<file path="src/rtl/seq_det_window_counter_if.sv">
// Control, match-input and report-slot signals of the window counter.
// The master side drives stimulus and consumes reports; the slave side is the counter.
interface seq_det_window_counter_if #(
   parameter int WIN_W = 8,
   parameter int CNT_W = 8
) ();
   logic             en;
   logic             det_in;
   logic [WIN_W-1:0] win_len;
   logic [CNT_W-1:0] thresh;
   logic             rpt_ready;
   logic             rpt_valid;
   logic [CNT_W-1:0] rpt_count;
   logic             rpt_over;
   logic             rpt_sat;
   logic             rpt_drop;
   logic             busy;

   modport master (
      output en, det_in, win_len, thresh, rpt_ready,
      input  rpt_valid, rpt_count, rpt_over, rpt_sat, rpt_drop, busy
   );

   modport slave (
      input  en, det_in, win_len, thresh, rpt_ready,
      output rpt_valid, rpt_count, rpt_over, rpt_sat, rpt_drop, busy
   );
endinterface

</file>
<file path="src/rtl/seq_det_window_counter.sv">
// Counts sequence-detector match pulses over back-to-back programmable windows
// and posts one report per window through a single-entry valid/ready slot.
module seq_det_window_counter #(
   parameter int WIN_W = 8,
   parameter int CNT_W = 8
) (
   input  logic                     clk,
   input  logic                     rstn,
   seq_det_window_counter_if.slave  bus
);

   typedef enum logic {
      IDLE = 1'b0,
      RUN  = 1'b1
   } state_t;

   localparam logic [CNT_W-1:0] CNT_MAX = {CNT_W{1'b1}};
   localparam logic [CNT_W-1:0] CNT_ONE = {{(CNT_W-1){1'b0}}, 1'b1};
   localparam logic [WIN_W-1:0] WIN_ONE = {{(WIN_W-1){1'b0}}, 1'b1};
   localparam logic [WIN_W-1:0] WIN_ZERO = '0;

   state_t           state_q, state_d;
   logic [WIN_W-1:0] cyc_q, cyc_d;
   logic [WIN_W-1:0] len_q, len_d;
   logic [CNT_W-1:0] cnt_q, cnt_d;
   logic [CNT_W-1:0] thr_q, thr_d;
   logic             sat_q, sat_d;
   logic             busy_q, busy_d;
   logic             rpt_valid_q, rpt_valid_d;
   logic [CNT_W-1:0] rpt_count_q, rpt_count_d;
   logic             rpt_over_q, rpt_over_d;
   logic             rpt_sat_q, rpt_sat_d;
   logic             rpt_drop_q, rpt_drop_d;

   logic [CNT_W-1:0] nxt;
   logic             sat_now;
   logic             win_end;
   logic             load;

   // Saturating count including this cycle's sample; sat latches on any lost match.
   always_comb begin
      nxt     = cnt_q;
      sat_now = sat_q;
      if (bus.det_in) begin
         if (cnt_q == CNT_MAX) begin
            sat_now = 1'b1;
         end else begin
            nxt = cnt_q + CNT_ONE;
         end
      end
   end

   assign win_end = (cyc_q == (len_q - WIN_ONE));

   always_comb begin
      state_d = state_q;
      cyc_d   = cyc_q;
      len_d   = len_q;
      cnt_d   = cnt_q;
      thr_d   = thr_q;
      sat_d   = sat_q;
      load    = 1'b0;

      case (state_q)
         IDLE: begin
            if (bus.en && (bus.win_len != WIN_ZERO)) begin
               len_d   = bus.win_len;
               thr_d   = bus.thresh;
               cyc_d   = '0;
               cnt_d   = '0;
               sat_d   = 1'b0;
               state_d = RUN;
            end
         end
         RUN: begin
            if (!bus.en) begin
               cyc_d   = '0;
               cnt_d   = '0;
               sat_d   = 1'b0;
               state_d = IDLE;
            end else if (win_end) begin
               // Next window begins on the following cycle with freshly sampled settings.
               load  = 1'b1;
               cyc_d = '0;
               cnt_d = '0;
               sat_d = 1'b0;
               len_d = bus.win_len;
               thr_d = bus.thresh;
               if (bus.win_len == WIN_ZERO) begin
                  state_d = IDLE;
               end
            end else begin
               cnt_d = nxt;
               sat_d = sat_now;
               cyc_d = cyc_q + WIN_ONE;
            end
         end
         default: begin
            state_d = IDLE;
         end
      endcase

      busy_d = (state_d == RUN);
   end

   // Single-entry report slot: a new load always wins, overwriting unconsumed data.
   always_comb begin
      rpt_valid_d = rpt_valid_q;
      rpt_count_d = rpt_count_q;
      rpt_over_d  = rpt_over_q;
      rpt_sat_d   = rpt_sat_q;
      rpt_drop_d  = rpt_drop_q;

      if (load) begin
         rpt_valid_d = 1'b1;
         rpt_count_d = nxt;
         rpt_over_d  = (nxt >= thr_q);
         rpt_sat_d   = sat_now;
         if (rpt_valid_q && !bus.rpt_ready) begin
            rpt_drop_d = 1'b1;
         end
      end else if (rpt_valid_q && bus.rpt_ready) begin
         rpt_valid_d = 1'b0;
      end
   end

   always_ff @(posedge clk) begin
      if (!rstn) begin
         state_q     <= IDLE;
         cyc_q       <= '0;
         len_q       <= '0;
         cnt_q       <= '0;
         thr_q       <= '0;
         sat_q       <= 1'b0;
         busy_q      <= 1'b0;
         rpt_valid_q <= 1'b0;
         rpt_count_q <= '0;
         rpt_over_q  <= 1'b0;
         rpt_sat_q   <= 1'b0;
         rpt_drop_q  <= 1'b0;
      end else begin
         state_q     <= state_d;
         cyc_q       <= cyc_d;
         len_q       <= len_d;
         cnt_q       <= cnt_d;
         thr_q       <= thr_d;
         sat_q       <= sat_d;
         busy_q      <= busy_d;
         rpt_valid_q <= rpt_valid_d;
         rpt_count_q <= rpt_count_d;
         rpt_over_q  <= rpt_over_d;
         rpt_sat_q   <= rpt_sat_d;
         rpt_drop_q  <= rpt_drop_d;
      end
   end

   assign bus.busy      = busy_q;
   assign bus.rpt_valid = rpt_valid_q;
   assign bus.rpt_count = rpt_count_q;
   assign bus.rpt_over  = rpt_over_q;
   assign bus.rpt_sat   = rpt_sat_q;
   assign bus.rpt_drop  = rpt_drop_q;

endmodule

</file>
<file path="src/flat_wrapper.sv">
// flat-port wrapper written by rule: the top's interface ports become plain ports
module seq_det_window_counter_flat 
#(
   parameter int WIN_W = 8,
   parameter int CNT_W = 8
)
  (clk, rstn, bus_en, bus_det_in, bus_win_len, bus_thresh, bus_rpt_ready, bus_rpt_valid, bus_rpt_count, bus_rpt_over, bus_rpt_sat, bus_rpt_drop, bus_busy);
  seq_det_window_counter_if #(.WIN_W(WIN_W), .CNT_W(CNT_W)) bus_i ();
  input  logic clk;
  input  logic rstn;
  input wire logic [$bits(bus_i.en)-1:0] bus_en;
  input wire logic [$bits(bus_i.det_in)-1:0] bus_det_in;
  input wire logic [$bits(bus_i.win_len)-1:0] bus_win_len;
  input wire logic [$bits(bus_i.thresh)-1:0] bus_thresh;
  input wire logic [$bits(bus_i.rpt_ready)-1:0] bus_rpt_ready;
  output wire logic [$bits(bus_i.rpt_valid)-1:0] bus_rpt_valid;
  output wire logic [$bits(bus_i.rpt_count)-1:0] bus_rpt_count;
  output wire logic [$bits(bus_i.rpt_over)-1:0] bus_rpt_over;
  output wire logic [$bits(bus_i.rpt_sat)-1:0] bus_rpt_sat;
  output wire logic [$bits(bus_i.rpt_drop)-1:0] bus_rpt_drop;
  output wire logic [$bits(bus_i.busy)-1:0] bus_busy;
  assign bus_i.en = bus_en;
  assign bus_i.det_in = bus_det_in;
  assign bus_i.win_len = bus_win_len;
  assign bus_i.thresh = bus_thresh;
  assign bus_i.rpt_ready = bus_rpt_ready;
  assign bus_rpt_valid = bus_i.rpt_valid;
  assign bus_rpt_count = bus_i.rpt_count;
  assign bus_rpt_over = bus_i.rpt_over;
  assign bus_rpt_sat = bus_i.rpt_sat;
  assign bus_rpt_drop = bus_i.rpt_drop;
  assign bus_busy = bus_i.busy;
  seq_det_window_counter #(.WIN_W(WIN_W), .CNT_W(CNT_W)) u_core (.clk(clk), .rstn(rstn), .bus(bus_i));
endmodule
</file>
<file path="config.mk">
export PLATFORM = sky130hd
export DESIGN_NAME = seq_det_window_counter_flat
export DESIGN_NICKNAME = d
export VERILOG_FILES = /design/src/rtl/seq_det_window_counter_if.sv /design/src/rtl/seq_det_window_counter.sv /design/src/flat_wrapper.sv
export SDC_FILE = /design/constraint.sdc
export NUM_CORES = 1
export LEC_CHECK = 0
export CORE_MARGIN = 5
export CORE_UTILIZATION = 60
export CTS_BUF_LIST = sky130_fd_sc_hd__clkbuf_8
export DETAILED_ROUTE_END_ITERATION = 12
export PLACE_DENSITY_LB_ADDON = 0.05
export REMOVE_ABC_BUFFERS = 1
export SLEW_MARGIN = 5
export SYNTH_ARGS = -nofsm -noshare
export SYNTH_HDL_FRONTEND = slang
export SYNTH_SLANG_ARGS = --single-unit
</file>
<file path="constraint.sdc">
create_clock -name clk -period 5.35 [get_ports clk]
set_clock_uncertainty 0.2 [all_clocks]
set_input_delay 1.07 -clock clk [delete_from_list [all_inputs] [get_ports clk]]
set_output_delay 1.07 -clock clk [all_outputs]
set_load 0.02 [all_outputs]
</file>
==> results.md <==
| Item | Reported | Unit |
|:---|:---|:---|
| Leading cell type in the layout, fill and taps excluded | nand2_1 | - |
| Maximum vdd drop | 0.1580 | mV |
| Number of global-route vias before repair | 1825 | - |
| Area taken by multi-input logic gates | 1405 | sq um |
| DR top layer | met4 | - |
| Number of port buffers | 33 | - |
| Crit path capture type | register | - |
| Count of placed standard cells in the final layout, fillers left out | 363 | - |
| Path type of the worst setup path | in -> reg | - |
| Post-synthesis area per instance | 8.541 | sq um |
| Die X-Extent | 74.03 | um |
| Post-route minimum period | 3.186 | ns |
| Post-route standard cell area excluding fillers | 2890 | sq um |
| Initial core utilization | 0.6150 | - |
| Detail-routed via count per cell | 5.606 | - |
| Remaining routing DRC violations | 0 | - |
| Placed cell count | 356 | - |
| Count of max-cap constraint violations | 0 | - |
| Data arrival time of the critical path | 3.18 | ns |
| Quantity of gates resized following cts | 0 | - |
| Required time at the endpoint of the critical path | 5.34 | ns |
| Total via count in the routed design | 2035 | - |
| Wire length on met3 | 202 | um |
| Number of antenna violations at the first check in global routing | 0 | - |
| Number of nets in the final layout | 345 | - |
| Total power per unit cell area | 246.1 | nW/um^2 |
| Largest area contributor in the synthesized netlist | dfxtp_1 | - |
| CP startpoint kind | primary input | - |
| Clk buf depth | 2 | - |
| Std-Cell Rows | 23 | - |
| Min-delay worst type | reg -> reg | - |
| Headroom to the max-slew limit | 0.3949 | - |
| Maximum number of pins on one net before global-route repair | 56 | - |
| Cells along the critical path | clkdlybuf4s50_1 > o31a_1 > xnor2_1 > ha_1 > nand2b_1 > a211oi_1 > o31ai_1 > nand3_1 > nand3_1 > o211a_1 | - |
| HPWL after detailed placement | 3549 | um |
| Die Y | 74.03 | um |
| Placed cell areas | 2778 | sq um |
| Initial DRC count | 178 | - |
| Dominant cell type by count on the critical path | nand3_1 | - |
| Core area | 4000 | sq um |
| Bufs and invs on worst path | 1 | - |
| Fraction of the yosys area taken by sequential cells | 0.3744 | - |
| Clock tree from TritonCTS | done | - |
| Total clock sinks | 46 | - |
| Routed metal-1 wirelength | 2515 | um |
| Compound-gate portion of the synthesized area | 0.1785 | - |
| Slack of the worst reg-to-reg path | 2.44 | ns |
| Commonest cells after routing, fill and taps aside | nand2_1 (54), dfxtp_1 (46), clkdlybuf4s50_1 (32), nand3_1 (18), mux2i_1 (18) | - |
| Share of layout cells above drive strength 1 | 0.05112 | - |
| Count of H-tree levels built during CTS | 2 | - |
| Transition time at the pin with the least slew margin | 0.9077 | ns |
| Post-synthesis adder-cell area fraction | 0.05595 | - |
| Routed Wire Length | 4897 | um |
| Clock transition at path regs | 0.08 | ns |
| Clk_lat worst skew | 0.30 | ns |
| Area of the die | 5480 | sq um |
| Setup total negative slack | 0 | ns |
| Top FF cell, synth | dfxtp_1 | - |
| Master cell of the clock root buffer | clkbuf_8 | - |
| Final antenna-violating net count | 0 | - |
| Overflow left after global routing | 0 | - |
| Maximum clock rate | 313.9 | MHz |
| Largest fanout of any net on the critical path | 8 | - |
| CTS Buf Count | 5 | - |
| Share of synthesized area spent on multiplexers | 0.07782 | - |
| GRT Total Usage | 0.1974 | - |
| GPL Wtd Cong | 0.8280 | - |
| Cell with the largest stage delay on the worst path | clkdlybuf4s50_1 | - |
| First-pass GRT wire length | 8355 | um |
| Area growth syn-to-layout | 17.50 | % |
| Number of enable-type register cells in the synthesized netlist | 0 | - |
| Number of pins with negative max-slew slack in the final report | 0 | - |
| Synthesis-stage register bit count | 46 | - |
| Longest individual stage delay on the worst path | 0.60 | ns |
| Async set or reset register ratio after synthesis | 0 | - |
| Area share of xor/xnor cells in the synthesized design | 0.04629 | - |
| Top-Level Pins | 34 | - |
| Cell family with the largest share of critical-path delay | compound AO/OA/AOI/OAI gates | - |
| Synthesized area | 2460 | sq um |
| Total count of hold-check failures in the final report | 0 | - |
| Combinational family with the most area after synthesis | simple AND/OR/NAND/NOR gates | - |
| Worst hold-check slack | 0.2594 | ns |
| Antenna cell count | 0 | - |
| Fraction of the mapped netlist area in simple logic gates | 0.2126 | - |
| Setup repair after global routing missed its margin | false | - |
| Area share of the largest cell type after synthesis | 0.3744 | - |
| Number of distinct library cells after synthesis | 45 | - |
| Count of filler cells inserted in the layout | 338 | - |
| Final-report setup violation count | 0 | - |
| Met2 wire length | 2116 | um |
| Drt first pass iters | 4 | - |
| Top post-synthesis cells by area | dfxtp_1 (37%), nand2_1 (8.2%), mux2i_1 (7.3%), ha_1 (5.6%), a22o_1 (3.9%) | - |
| Final clock period utilization by the worst path | 0.5955 | - |
| Yosys warnings | 0 | - |
| Post-CTS setup buffers | 0 | - |
| Sequential standard cell area | 920.9 | sq um |
| Number of buffers inserted for hold repair after clock tree synthesis | 0 | - |
| Post-Syn Instances | 288 | - |
| Leakage dissipation | 1.265 | nW |
| Wire per inst | 13.49 | um |
| Result of the run | finished clean | - |
worst reg2reg max path: stages, from the launching register on:
cell	delay (ns)
dfxtp_1	0.46
ha_1	0.28
nand3_1	0.16
o31a_1	0.40
a31oi_1	0.31
ha_1	0.31
a21o_1	0.18
a21oi_1	0.13
o31ai_1	0.08
nand3_1	0.08
nand3_1	0.07
o211a_1	0.13
through the flow:
stage          power [mW]    util  worst slack, ns
2_1_floorplan      0.4236       -            2.627
3_3_place_gp       0.4565  0.6944            1.923
3_5_place_dp       0.4587  0.6944            1.871
4_1_cts            0.7226  0.7226            2.189
5_1_grt            0.7432  0.7226            2.042
6_report           0.7114  0.7226            2.164
area by class of cell:
type / count / area share
tap: 50 / 0.02165
sequential: 46 / 0.3186
timing repair buffer: 35 / 0.1177
clock buffer: 6 / 0.02857
multi-input combinational: 212 / 0.4861
clock inverter: 1 / 0.01039
inverter: 13 / 0.01688
final timing paths:
check / start / endpoint / cells after the start
min reg2reg: u_core.thr_q[4] / u_core.thr_q[4] / 2
max: bus_det_in / u_core.bus.rpt_over / 10
max reg2reg: u_core.cnt_q[0] / u_core.bus.rpt_over / 11
min: u_core.thr_q[4] / u_core.thr_q[4] / 2
per-layer routing:
layer / GRT usage / up-vias
li1: - / 1060
met1: 0.2736 / 932
met2: 0.3002 / 38
met3: 0.04865 / 5
met4: 0.06640 / 0
met5: 0 / -
sequential cells by signal (all words and copies together), names as in the netlist, 8 cells and up:
signal                cells
u_core.len_q              8
u_core.bus.rpt_count      8
u_core.thr_q              8
u_core.cnt_q              8
u_core.cyc_q              8
synth_stat cells (2+ instances only):
| cell | instances |
|---|---|
| buf_6 | 2 |
| o31ai_1 | 3 |
| o211a_1 | 4 |
| inv_1 | 13 |
| and2_1 | 2 |
| xor2_1 | 8 |
| xnor2_1 | 5 |
| a22o_1 | 11 |
| clkbuf_1 | 10 |
| and3_1 | 6 |
| nand2_1 | 54 |
| o31a_1 | 2 |
| nor2b_1 | 2 |
| buf_2 | 5 |
| ha_1 | 11 |
| o21ai_0 | 10 |
| nor4_1 | 2 |
| nand4_1 | 3 |
| dfxtp_1 | 46 |
| nor2_1 | 15 |
| mux2i_1 | 18 |
| a21o_1 | 5 |
| a31oi_1 | 3 |
| a21oi_1 | 9 |
| nand3_1 | 18 |
| nor3b_1 | 2 |
kinds of logic (layout without fill, tap and decap cells):
group | count (synthesis) | in the layout
flops | 46 | 46
buf+inv | 30 | 55
compound gates | 59 | 59
xor+xnor | 13 | 13
mux | 19 | 19
fa+ha+maj | 11 | 11
simple gates | 110 | 110
where the power goes:
part / total [mW] / switching (mW) / internal, mW
clock: 0.261 / 0.111 / 0.149
combinational: 0.0893 / 0.0455 / 0.0437
sequential: 0.361 / 0.0101 / 0.351
total: 0.711 / 0.167 / 0.544
Note: power is estimated with default switching activity, not from simulation.
